==> config.mk <==
export PLATFORM = sky130hd
export DESIGN_NAME = load_store_unit
export DESIGN_NICKNAME = d
export VERILOG_FILES = /design/src/rtl/lsu_pkg.sv /design/src/rtl/lsu_align.sv /design/src/rtl/load_store_unit.sv
export SDC_FILE = /design/constraint.sdc
export NUM_CORES = 1
export LEC_CHECK = 0
export CORE_MARGIN = 5
export CORE_UTILIZATION = 45
export DETAILED_ROUTE_END_ITERATION = 10
export PLACE_DENSITY = 0.79
export SETUP_SLACK_MARGIN = 0.15
export SYNTH_ARGS = -nofsm -noshare
export SYNTH_HDL_FRONTEND = slang
export SYNTH_SLANG_ARGS = --single-unit
==> constraint.sdc <==
create_clock -name clk -period 4.45 [get_ports clk]
set_input_delay 0.89 -clock clk [delete_from_list [all_inputs] [get_ports clk]]
set_output_delay 0.89 -clock clk [all_outputs]
set_load 0.005 [all_outputs]
==> src/rtl/lsu_pkg.sv <==
// Shared encodings for the load/store unit: access sizes, FSM states, word width.
package lsu_pkg;

   localparam int WORD_W = 32;

   typedef enum logic [1:0] {
      SZ_B = 2'b00,
      SZ_H = 2'b01,
      SZ_W = 2'b10,
      SZ_X = 2'b11
   } size_e;

   typedef enum logic [3:0] {
      ST_IDLE = 4'b0001,
      ST_RD   = 4'b0010,
      ST_WR   = 4'b0100,
      ST_RSP  = 4'b1000
   } state_e;

   function automatic logic misaligned(input logic [1:0] size, input logic [1:0] lo);
      return ((size == SZ_H) && lo[0]) || ((size == SZ_W) && (lo != 2'b00));
   endfunction

endpackage

==> src/rtl/lsu_align.sv <==
// Byte-lane handling: load extract with sign/zero extension and store merge into a fetched word.
module lsu_align
   import lsu_pkg::*;
(
   input  logic [WORD_W-1:0] i_word,
   input  logic [1:0]        i_lo,
   input  logic [1:0]        i_size,
   input  logic              i_unsigned,
   input  logic [WORD_W-1:0] i_wdata,
   output logic [WORD_W-1:0] o_load,
   output logic [WORD_W-1:0] o_store
);

   logic [7:0]  w_byte;
   logic [15:0] w_half;

   always_comb begin
      w_byte  = i_word[{i_lo, 3'b000} +: 8];
      w_half  = i_word[{i_lo[1], 4'b0000} +: 16];
      o_load  = i_word;
      o_store = i_wdata;
      case (i_size)
         SZ_B: begin
            o_load  = i_unsigned ? {24'b0, w_byte} : {{24{w_byte[7]}}, w_byte};
            o_store = i_word;
            o_store[{i_lo, 3'b000} +: 8] = i_wdata[7:0];
         end
         SZ_H: begin
            o_load  = i_unsigned ? {16'b0, w_half} : {{16{w_half[15]}}, w_half};
            o_store = i_word;
            o_store[{i_lo[1], 4'b0000} +: 16] = i_wdata[15:0];
         end
         default: begin
            o_load  = i_word;
            o_store = i_wdata;
         end
      endcase
   end

endmodule

==> src/rtl/load_store_unit.sv <==
// Data-memory initiator: one load/store per request, sub-word stores via read-modify-write.
//   state | meaning
//   IDLE  | ready for a request, errors decided here
//   RD    | one-cycle memory read, word captured
//   WR    | one-cycle memory write (full or merged word)
//   RSP   | one-cycle response pulse
module load_store_unit
   import lsu_pkg::*;
#(
   parameter int DEPTH = 64
) (
   input  logic              clk,
   input  logic              rst_n,
   input  logic              req_valid,
   output logic              req_ready,
   input  logic              req_we,
   input  logic [1:0]        req_size,
   input  logic              req_unsigned,
   input  logic [WORD_W-1:0] req_addr,
   input  logic [WORD_W-1:0] req_wdata,
   output logic              rsp_valid,
   output logic [WORD_W-1:0] rsp_rdata,
   output logic              rsp_err,
   output logic              mem_read,
   output logic              mem_write,
   output logic [WORD_W-1:0] mem_addr,
   output logic [WORD_W-1:0] mem_wdata,
   input  logic [WORD_W-1:0] mem_rdata
);

   localparam logic [29:0] DEPTH_W = 30'(DEPTH);

   state_e            r_state, w_next;
   logic              r_we, r_uns, r_err;
   size_e             r_size;
   logic [WORD_W-1:0] r_addr, r_wdata, r_word;
   logic              w_accept, w_err;
   logic [WORD_W-1:0] w_load, w_store;

   assign w_accept = (r_state == ST_IDLE) && req_valid;
   assign w_err    = (req_size == SZ_X) || misaligned(req_size, req_addr[1:0])
                     || (req_addr[31:2] >= DEPTH_W);

   always_ff @(posedge clk or negedge rst_n) begin
      if (!rst_n) begin
         r_state <= ST_IDLE;
         r_we    <= 1'b0;
         r_uns   <= 1'b0;
         r_err   <= 1'b0;
         r_size  <= SZ_B;
         r_addr  <= '0;
         r_wdata <= '0;
         r_word  <= '0;
      end else begin
         r_state <= w_next;
         if (w_accept) begin
            r_we    <= req_we;
            r_uns   <= req_unsigned;
            r_err   <= w_err;
            r_size  <= size_e'(req_size);
            r_addr  <= req_addr;
            r_wdata <= req_wdata;
         end
         if (r_state == ST_RD) begin
            r_word <= mem_rdata;
         end
      end
   end

   always_comb begin
      w_next = r_state;
      case (r_state)
         ST_IDLE: begin
            if (w_accept) begin
               if (w_err)                            w_next = ST_RSP;
               else if (req_we && req_size == SZ_W)  w_next = ST_WR;
               else                                  w_next = ST_RD;
            end
         end
         ST_RD:   w_next = r_we ? ST_WR : ST_RSP;
         ST_WR:   w_next = ST_RSP;
         ST_RSP:  w_next = ST_IDLE;
         default: w_next = ST_IDLE;
      endcase
   end

   lsu_align u_align (
      .i_word     (r_word),
      .i_lo       (r_addr[1:0]),
      .i_size     (r_size),
      .i_unsigned (r_uns),
      .i_wdata    (r_wdata),
      .o_load     (w_load),
      .o_store    (w_store)
   );

   // All strobes and response fields decode from registered state so reset clears them at once.
   always_comb begin
      req_ready = 1'b0;
      rsp_valid = 1'b0;
      rsp_err   = 1'b0;
      rsp_rdata = '0;
      mem_read  = 1'b0;
      mem_write = 1'b0;
      mem_addr  = '0;
      mem_wdata = '0;
      case (r_state)
         ST_IDLE: req_ready = 1'b1;
         ST_RD: begin
            mem_read = 1'b1;
            mem_addr = {2'b00, r_addr[31:2]};
         end
         ST_WR: begin
            mem_write = 1'b1;
            mem_addr  = {2'b00, r_addr[31:2]};
            mem_wdata = w_store;
         end
         ST_RSP: begin
            rsp_valid = 1'b1;
            rsp_err   = r_err;
            rsp_rdata = (r_err || r_we) ? '0 : w_load;
         end
         default: ;
      endcase
   end

endmodule

==> run_results.csv <==
group,metric,value,unit
die,floorplan.core_area,13190,sq um
min_path,hp-class,"reg2reg",
yosys,post_synth_num_cell_types,47,
critical_path,critical-path-slowest-cell,"sky130_fd_sc_hd__dfrtp_1",
yosys,synth-seq-cells,105,
yosys,netlist_instances,606,
finish,synthesis_to_finish_area_growth,40.90,%
finish,final_core_util,64.54,%
clock_network,cts_max_level,3,
clock_network,clock_insertion_delay_worst_skew,0.36,ns
die,die-area,15840,sq um
timing,setup_ws,0.4292,ns
critical_path,crit_path_end_kind,"primary output",
clock_network,cts.reportedPaths.clkPinSlew,0.07,ns
clock_network,cts_inserted_buffers,9,
clock_network,clock-root-buffer,"sky130_fd_sc_hd__clkbuf_16",
timing,finalSetupTns,0,ns
critical_path,slowest_delay,0.67,ns
power,irDropWorstVdd,0.0003260,V
routing,ant_nets,0,
clock_network,cts_hold_buffers,0,
global_routing,antenna_violations_before_repair,0,
critical_path,critical_path.n_buffers_inverters,3,
clock_network,tritoncts_num_sinks,105,
finish,final_cell_mix,"sky130_fd_sc_hd__clkdlybuf4s50_1 (200), sky130_fd_sc_hd__dfrtp_1 (103), sky130_fd_sc_hd__mux2_2 (77), sky130_fd_sc_hd__nand2_1 (58), sky130_fd_sc_hd__inv_1 (34)",
power,leakage,3.525,nW
placed_design,finalWeightedCongestion,0.8856,
timing,finalHoldViolations,0,
run_status,status,"finished, final reports clean",
critical_path,crit_arrival,3.13,ns
critical_path,worstPathRequired,3.56,ns
finish,post_route_cells_drive_above_1_share,16.06,%
timing,clock_skew,0.004038,ns
routing,dr.pass1.iters,5,
timing,min_hold_slack,0.5011,ns
timing,final.period_utilization,90.35,%
die,placement_rows,42,
placed_design,place.port_buffers,201,
timing,finalWorstPathRequiredPeriod,4.021,ns
global_routing,total_track_usage,25.85,%
routing,wl_per_cell,21.39,microns
routing,drtIter0Drc,571,
die,die_x,125.9,microns
yosys,mean_instance_size_in_the_synthesized_netlist,9.970,sq um
yosys,ys_flop_type,"sky130_fd_sc_hd__dfrtp_1",
run,maxCapViolations,0,
die,floorplan.die.height,125.9,microns
timing,setup-violations-final,0,
finish,antenna-diode-count,0,
yosys,total_of_warnings_raised_by_yosys,0,
yosys,ys_seq_area_share,43.51,%
critical_path,timing.critical_path.max_delay_family,"buffers and inverters",
yosys,synth_enable_flop_cells,0,
yosys,netlist_area,6042,sq um
finish,nets,894,
routing,routed-via-count,5734,
global_routing,grt.overflow.total,0,
die,initial_utilization,45.81,%
critical_path,worstSetupStartpointType,"register",
critical_path,critPathMaxFanout,35,
placed_design,place.detailed.hpwl,15.28,mm
die,ios,204,
routing,remaining_drc_errors,0,
timing,rsz_0062_raised_after_global_routing,"false",
placed_design,dp_worst_setup_slack,0.6301,ns
routing,routed_wirelength,20.69,mm
critical_path,worstPathCellList,"buf_4, inv_1, nor3_1, a222oi_1, nor2_1, clkdlybuf4s50_1",
yosys,synth-async-reset-ratio,100.0,%
power,powerDensity,347.3,nW/um^2
timing,final-max-slew-violation-count,0,
clock_network,clockBufferDepth,2,
finish,post_layout_nonfiller_instances,967,
routing,route.detailed.vias_per_inst,5.930,
global_routing,vias_in_the_first_global_route,5947,
global_routing,grt_max_degree,75,
timing,clock.fmax,0.2487,GHz
critical_path,critical_path_class,"reg2out",
global_routing,grt_pass1_wl,32.51,mm
timing,max_slew.worst_pin.slew,0.9444,ns
placed_design,placedCellCount,951,
finish,layout_commonest_cell,"sky130_fd_sc_hd__clkdlybuf4s50_1",
timing,timing.slew.headroom,37.04,%
clock_network,clock_tree_from_tritoncts,"done",
[synthesized netlist by cell type, types with 2 or more instances]
master	number	area, sq um
sky130_fd_sc_hd__clkbuf_1	28	105.1
sky130_fd_sc_hd__inv_1	34	127.6
sky130_fd_sc_hd__nor2_1	20	75.07
sky130_fd_sc_hd__buf_2	12	60.06
sky130_fd_sc_hd__nor3_1	21	105.1
sky130_fd_sc_hd__a21oi_2	10	87.58
sky130_fd_sc_hd__a222oi_1	7	70.07
sky130_fd_sc_hd__a211oi_1	8	60.06
sky130_fd_sc_hd__nand2_1	59	221.5
sky130_fd_sc_hd__a211o_1	16	140.1
sky130_fd_sc_hd__o22ai_1	15	93.84
sky130_fd_sc_hd__o21ai_0	32	160.2
sky130_fd_sc_hd__mux2_2	77	867.1
sky130_fd_sc_hd__mux2i_1	16	160.2
sky130_fd_sc_hd__and2_1	31	193.9
sky130_fd_sc_hd__nor4b_4	2	47.55
sky130_fd_sc_hd__nor4bb_1	2	20.02
sky130_fd_sc_hd__ha_1	5	62.56
sky130_fd_sc_hd__a21oi_1	30	150.1
sky130_fd_sc_hd__o21ai_1	2	10.01
sky130_fd_sc_hd__a22o_1	8	70.07
sky130_fd_sc_hd__nor4_1	6	37.54
sky130_fd_sc_hd__o21a_1	2	15.01
sky130_fd_sc_hd__nand2b_1	2	12.51
sky130_fd_sc_hd__dfrtp_1	104	2603
sky130_fd_sc_hd__buf_4	4	30.03
sky130_fd_sc_hd__a221oi_1	33	289.0
[registers in the layout, summed over array words and instances (netlist names)]
| name | flops |
|---|---|
| r_uns | 1 |
| r_err | 1 |
| r_size | 2 |
| r_wdata | 32 |
| r_state | 4 |
| r_addr | 32 |
| r_we | 1 |
| r_word | 32 |
[cell families after synthesis]
family,after synthesis,share of synthesized area [%]
AOI/OAI and AO/OA,169,19.84
xor gates and xnor gates,1,0.1450
adders and majority gates,5,1.035
buffers and inverters,80,5.467
DFF,105,43.51
muxes,93,17.00
other,1,0.06207
and+or+nand+nor,152,12.94
[final cells by class]
class / count / area, sq um
Clock buffer: 11 / 252.7
Fill cell: 1073 / 4677
Sequential cell: 105 / 2630
Timing Repair Buffer: 213 / 2112
Multi-Input combinational cell: 422 / 3104
Inverter: 35 / 131.4
Tap cell: 176 / 220.2
Clock inverter: 5 / 62.56
[where the power goes]
part | total, mW | internal [mW] | switching (mW)
logic | 0.864 | 0.425 | 0.440
registers | 1.25 | 1.10 | 0.148
clock network | 0.846 | 0.471 | 0.374
[final timing paths]
kind	start	endpoint	slack, ns	cells past startpoint
min	r_addr[5]	r_addr[5]	0.50	1
max reg2reg	r_state[0]	r_addr[0]	2.14	4
max	r_size[0]	mem_wdata[11]	0.43	6
min reg2reg	r_addr[5]	r_addr[5]	0.50	1
min in group asynchronous	rst_n	r_wdata[9]	0.69	1
max in group asynchronous	rst_n	r_wdata[24]	2.79	2
[through the flow]
stage               area, sq um  power, mW
finish                     8513      2.957
CTS                        8508      2.952
global placement           8193      2.074
floorplan                  6046      1.795
detailed placement         8193      2.108
global route               8513      3.106
[repair_timing]
action                     4_1_cts  5_1_grt
buffers inserted                 0        0
setup endpoints to repair        0        8
gates resized for setup          0        1
[routing by layer]
layer	GRT usage (%)	vias up	wire length, microns	part of all wire (%)
met5	0	-	0	0
met4	9.779	0	779	3.8
met3	9.653	59	2151	10
met2	41.35	324	9551	46
met1	32.03	2771	8206	40
li1	-	2580	-	-
(Power assumes the default switching activity.)
